===== config.mk =====
export PLATFORM = sky130hd
export DESIGN_NAME = step_tracker_flat
export DESIGN_NICKNAME = d
export VERILOG_FILES = /design/src/rtl/step_tracker_if.sv /design/src/rtl/step_tracker.sv /design/src/flat_wrapper.sv
export SDC_FILE = /design/constraint.sdc
export NUM_CORES = 1
export LEC_CHECK = 0
export ABC_AREA = 1
export BUFFER_PORTS_ARGS = -buffer_cell sky130_fd_sc_hd__buf_2
export CAP_MARGIN = 0
export CORE_MARGIN = 3
export CORE_UTILIZATION = 50
export CTS_CLUSTER_SIZE = 12
export DETAILED_ROUTE_END_ITERATION = 10
export PLACE_DENSITY = 0.72
export SLEW_MARGIN = 20
export SYNTH_ARGS = -nofsm -noshare
export SYNTH_HDL_FRONTEND = slang
export SYNTH_SLANG_ARGS = --single-unit

===== constraint.sdc =====
create_clock -name clk -period 1.9 [get_ports clk]
set_input_delay 0.095 -clock clk [delete_from_list [all_inputs] [get_ports clk]]
set_output_delay 0.095 -clock clk [all_outputs]
set_load 0.02 [all_outputs]

===== src/rtl/step_tracker_if.sv =====
// rtl/step_tracker_if.sv - handshake/status bundle between counter-code source and step_tracker
//   lsb, msb : upstream 2-bit counter code {msb, lsb}
//   clear    : synchronous clear of position/fault
//   position : accumulated wrapping step count
//   dir      : direction of last legal step (0 up, 1 down)
//   step     : one-cycle pulse per legal step
//   wrap     : one-cycle pulse when position wraps
//   error    : sticky illegal-transition flag
interface step_tracker_if #(
  parameter int WIDTH = 8
);
  logic             lsb;
  logic             msb;
  logic             clear;
  logic [WIDTH-1:0] position;
  logic             dir;
  logic             step;
  logic             wrap;
  logic             error;

  modport master (
    output lsb, msb, clear,
    input  position, dir, step, wrap, error
  );

  modport slave (
    input  lsb, msb, clear,
    output position, dir, step, wrap, error
  );
endinterface


===== src/rtl/step_tracker.sv =====
// rtl/step_tracker.sv - decodes 2-bit up/down counter code transitions into a wrapping position
//   clk     : rising-edge clock
//   reset_n : asynchronous active-low reset
//   bus     : step_tracker_if slave (code in, clear in, position/dir/step/wrap/error out)
module step_tracker #(
  parameter int WIDTH = 8
) (
  input  logic          clk,
  input  logic          reset_n,
  step_tracker_if.slave bus
);

  typedef enum logic [1:0] {
    S_RESET = 2'd0,
    S_PRIME = 2'd1,
    S_TRACK = 2'd2,
    S_FAULT = 2'd3
  } state_t;

  state_t           r_state;
  logic [1:0]       r_code_q;
  logic [1:0]       r_code_p;
  logic [WIDTH-1:0] r_position;
  logic             r_dir;
  logic             r_step;
  logic             r_wrap;
  logic             r_error;

  // Modulo-4 difference between the current and previous code: 1 = up, 3 = down, 2 = illegal.
  logic [1:0]       w_delta;
  assign w_delta = r_code_q - r_code_p;

  always_ff @(posedge clk or negedge reset_n) begin
    if (!reset_n) begin
      r_state    <= S_RESET;
      r_code_q   <= 2'b00;
      r_code_p   <= 2'b00;
      r_position <= '0;
      r_dir      <= 1'b0;
      r_step     <= 1'b0;
      r_wrap     <= 1'b0;
      r_error    <= 1'b0;
    end else begin
      r_code_q <= {bus.msb, bus.lsb};
      r_step   <= 1'b0;
      r_wrap   <= 1'b0;
      // The reset edge only captures the code; every later edge shifts it into the history.
      if (r_state != S_RESET) begin
        r_code_p <= r_code_q;
      end
      if (bus.clear) begin
        // Clear wins over any decode this edge; dir is intentionally kept.
        r_position <= '0;
        r_error    <= 1'b0;
        r_state    <= S_PRIME;
      end else begin
        case (r_state)
          S_RESET: r_state <= S_PRIME;
          S_PRIME: r_state <= S_TRACK;
          S_TRACK: begin
            case (w_delta)
              2'd1: begin
                r_position <= r_position + 1'b1;
                r_dir      <= 1'b0;
                r_step     <= 1'b1;
                r_wrap     <= (r_position == {WIDTH{1'b1}});
              end
              2'd3: begin
                r_position <= r_position - 1'b1;
                r_dir      <= 1'b1;
                r_step     <= 1'b1;
                r_wrap     <= (r_position == {WIDTH{1'b0}});
              end
              2'd2: begin
                r_error <= 1'b1;
                r_state <= S_FAULT;
              end
              default: ;
            endcase
          end
          S_FAULT: begin
            r_error <= 1'b1;
            r_state <= S_FAULT;
          end
          default: r_state <= S_RESET;
        endcase
      end
    end
  end

  assign bus.position = r_position;
  assign bus.dir      = r_dir;
  assign bus.step     = r_step;
  assign bus.wrap     = r_wrap;
  assign bus.error    = r_error;

endmodule


===== src/flat_wrapper.sv =====
// flat-port wrapper written by rule: the top's interface ports become plain ports
module step_tracker_flat 
#(
  parameter int WIDTH = 8
)
  (clk, reset_n, bus_lsb, bus_msb, bus_clear, bus_position, bus_dir, bus_step, bus_wrap, bus_error);
  step_tracker_if #(.WIDTH(WIDTH)) bus_i ();
  input  logic clk;
  input  logic reset_n;
  input wire logic [$bits(bus_i.lsb)-1:0] bus_lsb;
  input wire logic [$bits(bus_i.msb)-1:0] bus_msb;
  input wire logic [$bits(bus_i.clear)-1:0] bus_clear;
  output wire logic [$bits(bus_i.position)-1:0] bus_position;
  output wire logic [$bits(bus_i.dir)-1:0] bus_dir;
  output wire logic [$bits(bus_i.step)-1:0] bus_step;
  output wire logic [$bits(bus_i.wrap)-1:0] bus_wrap;
  output wire logic [$bits(bus_i.error)-1:0] bus_error;
  assign bus_i.lsb = bus_lsb;
  assign bus_i.msb = bus_msb;
  assign bus_i.clear = bus_clear;
  assign bus_position = bus_i.position;
  assign bus_dir = bus_i.dir;
  assign bus_step = bus_i.step;
  assign bus_wrap = bus_i.wrap;
  assign bus_error = bus_i.error;
  step_tracker #(.WIDTH(WIDTH)) u_core (.clk(clk), .reset_n(reset_n), .bus(bus_i));
endmodule

==> results of run 1 <==
cells by family after synthesis:
family / synth area share
xor gates and xnor gates: 0.00763
adders and majority gates: 0.0545
DFF: 0.393
and+or+nand+nor: 0.366
AOI/OAI and AO/OA: 0.100
buffers and inverters: 0.0785
Yosys cell counts:
cell	count
sky130_fd_sc_hd__nor3_2	1
sky130_fd_sc_hd__inv_1	24
sky130_fd_sc_hd__nor3_1	1
sky130_fd_sc_hd__nand2_1	42
sky130_fd_sc_hd__o21bai_4	1
sky130_fd_sc_hd__a31oi_1	1
sky130_fd_sc_hd__nand3_1	10
sky130_fd_sc_hd__o21ai_0	9
sky130_fd_sc_hd__nor2_2	1
sky130_fd_sc_hd__nand4_1	4
sky130_fd_sc_hd__nand3b_4	1
sky130_fd_sc_hd__o211ai_1	1
sky130_fd_sc_hd__nor2_1	7
sky130_fd_sc_hd__nand2_2	6
sky130_fd_sc_hd__nand3_2	2
sky130_fd_sc_hd__xor2_1	1
sky130_fd_sc_hd__o22ai_1	2
sky130_fd_sc_hd__nand2_4	1
sky130_fd_sc_hd__and2_1	1
sky130_fd_sc_hd__nor2_8	1
sky130_fd_sc_hd__nand3_4	1
sky130_fd_sc_hd__a21oi_1	5
sky130_fd_sc_hd__dfrtp_1	18
sky130_fd_sc_hd__ha_1	5
sky130_fd_sc_hd__or4_1	1
sequential cells by signal, indices dropped and copies added (netlist names):
signal,flops
u_core.bus.step,1
u_core.bus.dir,1
u_core.r_code_p,2
u_core.bus.error,1
u_core.r_state,2
u_core.bus.wrap,1
u_core.bus.position,8
u_core.r_code_q,2
through the flow:
stage | worst slack, ps | instance area [um2] | utilization | setup TNS [ps]
floorplan | 10.9 | 1150 | - | 0
global placement | 24.4 | 1320 | 0.638 | 0
detailed placement | -32.6 | 1320 | 0.638 | -65.6
CTS | 0.156 | 1460 | 0.706 | 0
global route | -88.9 | 1510 | 0.730 | -250
finish | 46.5 | 1510 | 0.730 | 0
area by class of cell:
cell class / count / area [um2]
Multi-Input combinational cell: 105 / 684
Clock buffer: 4 / 36.3
Sequential cell: 18 / 450
Tap cell: 27 / 33.8
Inverter: 24 / 90.1
Fill cell: 165 / 557
Timing Repair Buffer: 32 / 210
layer usage:
metal / up-vias / GRT usage / share of wire
met1: 545 / 0.283 / 0.42
met4: 0 / 0.111 / 0.027
met2: 51 / 0.387 / 0.48
met5: - / 0 / 0
met3: 12 / 0.0332 / 0.069
li1: 548 / - / -
worst max path at each step:
stage,start,end,cells past startpoint
floorplan,u_core.r_code_p[0],u_core.bus.position[6],15
global placement,u_core.r_code_p[0],u_core.bus.position[7],13
detailed placement,u_core.r_code_p[0],u_core.bus.position[7],12
CTS,u_core.r_code_p[0],u_core.bus.position[6],15
global route,u_core.r_code_p[0],u_core.bus.position[7],13
finish,u_core.r_code_p[0],u_core.bus.position[6],15
what timing repair did:
action / in CTS / in global routing
setup endpoints to repair: 3 / 5
gates resized for setup: 4 / 14
hold endpoints to repair: 22 / 0
buffers inserted: 2 / 3
hold buffers: 4 / 0
pin swaps: 1 / 11
worst max-delay path, stage by stage, from the launching register on:
cell and delay [ps]:
sky130_fd_sc_hd__dfrtp_1 420, sky130_fd_sc_hd__ha_4 180, sky130_fd_sc_hd__nand3b_4 190, sky130_fd_sc_hd__nand4_1 130, sky130_fd_sc_hd__nand2_1 70, sky130_fd_sc_hd__inv_1 50
sky130_fd_sc_hd__ha_2 170, sky130_fd_sc_hd__inv_2 30, sky130_fd_sc_hd__nand2_2 60, sky130_fd_sc_hd__nand2_2 60, sky130_fd_sc_hd__nand2_2 80, sky130_fd_sc_hd__nand3_2 80
sky130_fd_sc_hd__nand2_1 60, sky130_fd_sc_hd__nand2_1 50, sky130_fd_sc_hd__nand3_1 70, sky130_fd_sc_hd__nand2_1 50
where the power goes:
part / switching, mW / internal [mW] / total, mW
Sequential: 0.0209 / 0.409 / 0.429
Combinational: 0.192 / 0.139 / 0.331
Clock: 0.133 / 0.117 / 0.250
==> run_results.csv, run 1 <==
group,metric,value,unit
synthesis,postSynthRegisterBits,18,
timing,drv_slew,0,
routing,drtIter0Drc,37,
run_status,run_status,"finished, final reports clean",
routing,drt_drc_violations_left,0,
routing,drt-wirelength-per-cell,13.7,um
setup_path,worstSetupEndpointType,"register",
final_layout,final_layout_size_suffix_gt1_frac,0.344,
place,detailed_place_hpwl,1990,um
setup_path,criticalPathCategory,"reg -> reg",
routing,vias_per_cell,5.50,
die,floorplan.die.width,53.9,um
die,boundaryPins,17,
synthesis,synthDominantAreaCellType,"sky130_fd_sc_hd__dfrtp_1",
cts,clk_pin_slew,120,ps
routing,route.vias.total,1156,
global_route,grt_max_degree,19,
die,die_h,53.9,um
setup_path,crit_path_start_kind,"register",
timing,final_hold_viol_count,0,
synthesis,yosys_warnings,0,
final_layout,finish.cell_count_without_fillers,210,
timing,period_minus_slack,1850,ps
synthesis,post_synthesis_net_count,157,
timing,worst_slew_pin_slew,415,ps
timing,min_period_over_period,0.976,
place,numPlacedInstances,197,
synthesis,syn_area_per_cell,7.81,um2
global_route,grt.overflow.total,0,
timing,slew_headroom,0.723,
synthesis,post_synth_instance_area,1150,um2
setup_path,r2r_slack,50,ps
synthesis,synth.yosys.seq_area_share,0.393,
cts,cts_sinks,18,
timing,fmax,540,MHz
pwr,power,1.01,mW
routing,wl,2880,um
place,place.port_buffers,16,
global_route,first_global_vias,1126,
synthesis,netlist-cell-type-count,25,
synthesis,synthTopCellsByArea,"sky130_fd_sc_hd__dfrtp_1 39%, sky130_fd_sc_hd__nand2_1 14%, sky130_fd_sc_hd__inv_1 7.9%",
run,drv.max_cap_violation_count,0,
cts,cts_max_level,1,
pwr,total_leakage_power,0.807,nW
routing,drt_first_pass_iters,4,
timing,holdWs,236,ps
cts,cts_made_buffers,3,
setup_path,r2r_end,"u_core.bus.position[6]",
die,fp-row-count,16,
setup_path,cp.arrival,2060,ps
final_layout,area_growth_syn_to_layout,31.2,%
setup_path,timing.reg2reg.worst_path_depth,15,
setup_path,worstPathMaxFanout,5,
die,start_util,0.556,
routing,postRouteAntennaNets,0,
timing,rsz0062_at_grt,"yes",
final_layout,finalNetCount,194,
timing,fin_worst_skew,7.12,ps
die,die-area,2910,um2
timing,final_setup_vio_count,0,
final_layout,layout_commonest_cell,"sky130_fd_sc_hd__nand2_1",
final_layout,layout_common_cells,"37 x sky130_fd_sc_hd__nand2_1, 20 x sky130_fd_sc_hd__inv_1, 18 x sky130_fd_sc_hd__dfrtp_1, 16 x sky130_fd_sc_hd__buf_2, 12 x sky130_fd_sc_hd__buf_4",
cts,tritoncts,"built",
pwr,pwr_density_cell,671,nW/um2
worst_hold_path,timing.hold.worst.class,"in -> async",
cts,clk_latency,300,ps
synthesis,synth_top_area_share,0.393,
cts,clock_tree.root_cell,"sky130_fd_sc_hd__clkbuf_4",
final_layout,antenna-diode-count,0,
global_route,antenna_found_initial,0,
pwr,vdd_ir_drop_max,0.565,mV
setup_path,reg2reg_start,"u_core.r_code_p[0]",
global_route,global_route_wire_length_before_repair,4750,um
cts,clock_path_buffers,2,
global_route,track_usage,0.229,
place,globalplace.congestion,0.867,
setup_path,crit_required,2110,ps
die,core_region_area,2060,um2
synthesis,post_synth_inst_count,147,
Power figures use the tool's default switching activity.
==> run 2: changes to the inputs <==
CORE_ASPECT_RATIO = 0.9   (was not set)
CTS_CLUSTER_SIZE = not set   (was 12)
==> run 2 against run 1 <==
Compared with the run above: combinational power is 6.0% higher; maximum frequency down 1.5%; critical path depth is 1 higher; via count decreased by 2.2%; die area about the same; sequential share of layout area decreased by 0.89 points; sequential power is essentially flat; clock skew is 10 ps higher; routed wire length up 1.1%; global-route usage is 2.6 points lower; critical endpoint unchanged; highest routed layer unchanged.
==> run_results.csv, run 2 (same netlist as run 1, synthesis figures left out) <==
group,metric,value,unit
run_status,run_status,"finished, final reports clean",
setup_path,worst_path_most_repeated_cell,"sky130_fd_sc_hd__nand2_2",
global_route,antenna_found_initial,0,
die,floorplan.die.width,56.5,um
pwr,vdd_ir_drop_max,0.591,mV
final_layout,area_of_combinational_cells_with_multiple_inputs,729,um2
global_route,grt_max_degree,19,
setup_path,cp.arrival,2140,ps
pwr,power,1.03,mW
final_layout,finalNetCount,194,
final_layout,antenna-diode-count,0,
worst_hold_path,timing.hold.worst.class,"in -> async",
place,detailed_place.area,1320,um2
timing,fin_worst_skew,17.4,ps
cts,clock_tree.root_cell,"sky130_fd_sc_hd__clkbuf_4",
setup_path,crit_path_start_kind,"register",
timing,slew_headroom,0.723,
setup_path,timing.reg2reg.worst_path_depth,16,
cts,tritoncts,"built",
cts,clk_pin_slew,120,ps
final_layout,layout_common_cells,"35 x sky130_fd_sc_hd__nand2_1, 18 x sky130_fd_sc_hd__inv_1, 18 x sky130_fd_sc_hd__dfrtp_1, 16 x sky130_fd_sc_hd__buf_2",
routing,postRouteAntennaNets,0,
routing,drt_first_pass_iters,5,
die,fp-row-count,15,
final_layout,filler_cell_count,140,
final_layout,final_layout_size_suffix_gt1_frac,0.383,
final_layout,area_growth_syn_to_layout,35.2,%
timing,worst_slew_pin_slew,415,ps
final_layout,final-seq-area,450,um2
place,place.port_buffers,16,
routing,drt-wirelength-per-cell,14.0,um
cts,cts_made_buffers,3,
global_route,global_route_wire_length_before_repair,4600,um
timing,min_period_over_period,0.991,
cts,clock_path_buffers,2,
run,drv.max_cap_violation_count,0,
routing,vias_per_cell,5.43,
global_route,track_usage,0.203,
pwr,pwr_density_cell,665,nW/um2
cts,cts_sinks,18,
routing,route.vias.total,1130,
timing,period_minus_slack,1880,ps
die,core_region_area,2050,um2
die,boundaryPins,17,
setup_path,crit_required,2160,ps
global_route,grt.overflow.total,0,
die,start_util,0.561,
setup_path,worst_path_largest_cell_delay,420,ps
place,globalplace.congestion,0.856,
timing,rsz0062_at_grt,"yes",
setup_path,criticalPathCategory,"reg -> reg",
routing,wl,2910,um
die,die_h,51.4,um
setup_path,r2r_end,"u_core.bus.position[6]",
setup_path,critical-path-top-delay-family,"simple AND/OR/NAND/NOR gates",
place,detailed_place_hpwl,1970,um
timing,final_hold_viol_count,0,
setup_path,cell_with_the_biggest_individual_delay_on_the_critical_path,"sky130_fd_sc_hd__dfrtp_1",
setup_path,worstPathBufferInverterCount,2,
timing,final_setup_vio_count,0,
global_route,first_global_vias,1049,
setup_path,worstPathMaxFanout,5,
setup_path,worstSetupEndpointType,"register",
routing,drt_drc_violations_left,0,
setup_path,reg2reg_start,"u_core.r_code_p[0]",
final_layout,layout_commonest_cell,"sky130_fd_sc_hd__nand2_1",
cts,cts_max_level,1,
die,die-area,2910,um2
timing,fmax,531,MHz
setup_path,r2r_slack,20,ps
timing,fin_ws,18.0,ps
setup_path,crit_path_cell_trace,"ha_4, nand3b_4, nand3_4, nand2_4, nand2_2, inv_2, ha_4, inv_2, nand2_2, nand2_2, nand2_2, nand3_2, nand2_1, nand2_1, nand3_1, nand2_1",
routing,drtIter0Drc,31,
place,placement.setup.worst_slack,-34.6,ps
timing,drv_slew,0,
final_layout,largest_register_ffs,8,
cts,clk_latency,310,ps
final_layout,final_design_area_no_fill,1550,um2
pwr,total_leakage_power,0.817,nW
## run 2: area by class of cell
cell class / count / share of cell area
multi-input combinational: 105 / 0.470
sequential: 18 / 0.290
timing repair buffer: 32 / 0.138
inverter: 24 / 0.0581
clock buffer: 4 / 0.0234
tap: 25 / 0.0202
## run 2: how the worst max path moves through the flow
stage                             from                endpoint  slack (ps)  depth (start not counted)
detailed placement  u_core.r_code_p[0]  u_core.bus.position[7]         -30                         14
global placement    u_core.r_code_p[0]  u_core.bus.position[7]         -10                         13
CTS                 u_core.r_code_q[0]  u_core.bus.position[7]           2                         14
global route        u_core.r_code_q[0]  u_core.bus.position[6]        -100                         13
finish              u_core.r_code_p[0]  u_core.bus.position[6]          20                         16
floorplan           u_core.r_code_p[0]  u_core.bus.position[6]          10                         15
## run 2: what timing repair did
item	4_1_cts	5_1_grt
cloned	0	0
endpoints found under the setup margin	1	4
hold buffers	4	0
setup buffers	0	4
pin swaps	3	12
gates resized for setup	5	25
endpoints found under the hold margin	22	0
## run 2: stage by stage
step	instances	util	hold slack, ps	TNS, ps
final	208	0.758	230	0
after global routing	208	0.758	276	-267
after floorplan	147	-	-201	0
after global placement	196	0.646	42.7	-9.59
after CTS	204	0.706	251	0
after detailed placement	196	0.646	49.6	-34.6
## run 2: power breakdown
part	internal [mW]	total (mW)	switching (mW)
Sequential	0.409	0.431	0.0226
Clock	0.117	0.250	0.133
Combinational	0.145	0.351	0.206
Total	0.670	1.03	0.362
## run 2: layer usage
metal | vias to the layer above | GRT usage | routed length, um
met4 | 0 | 0.0356 | 34
met1 | 526 | 0.276 | 1330
li1 | 548 | - | -
met3 | 6 | 0.0530 | 234
met2 | 50 | 0.329 | 1300
met5 | - | 0 | 0
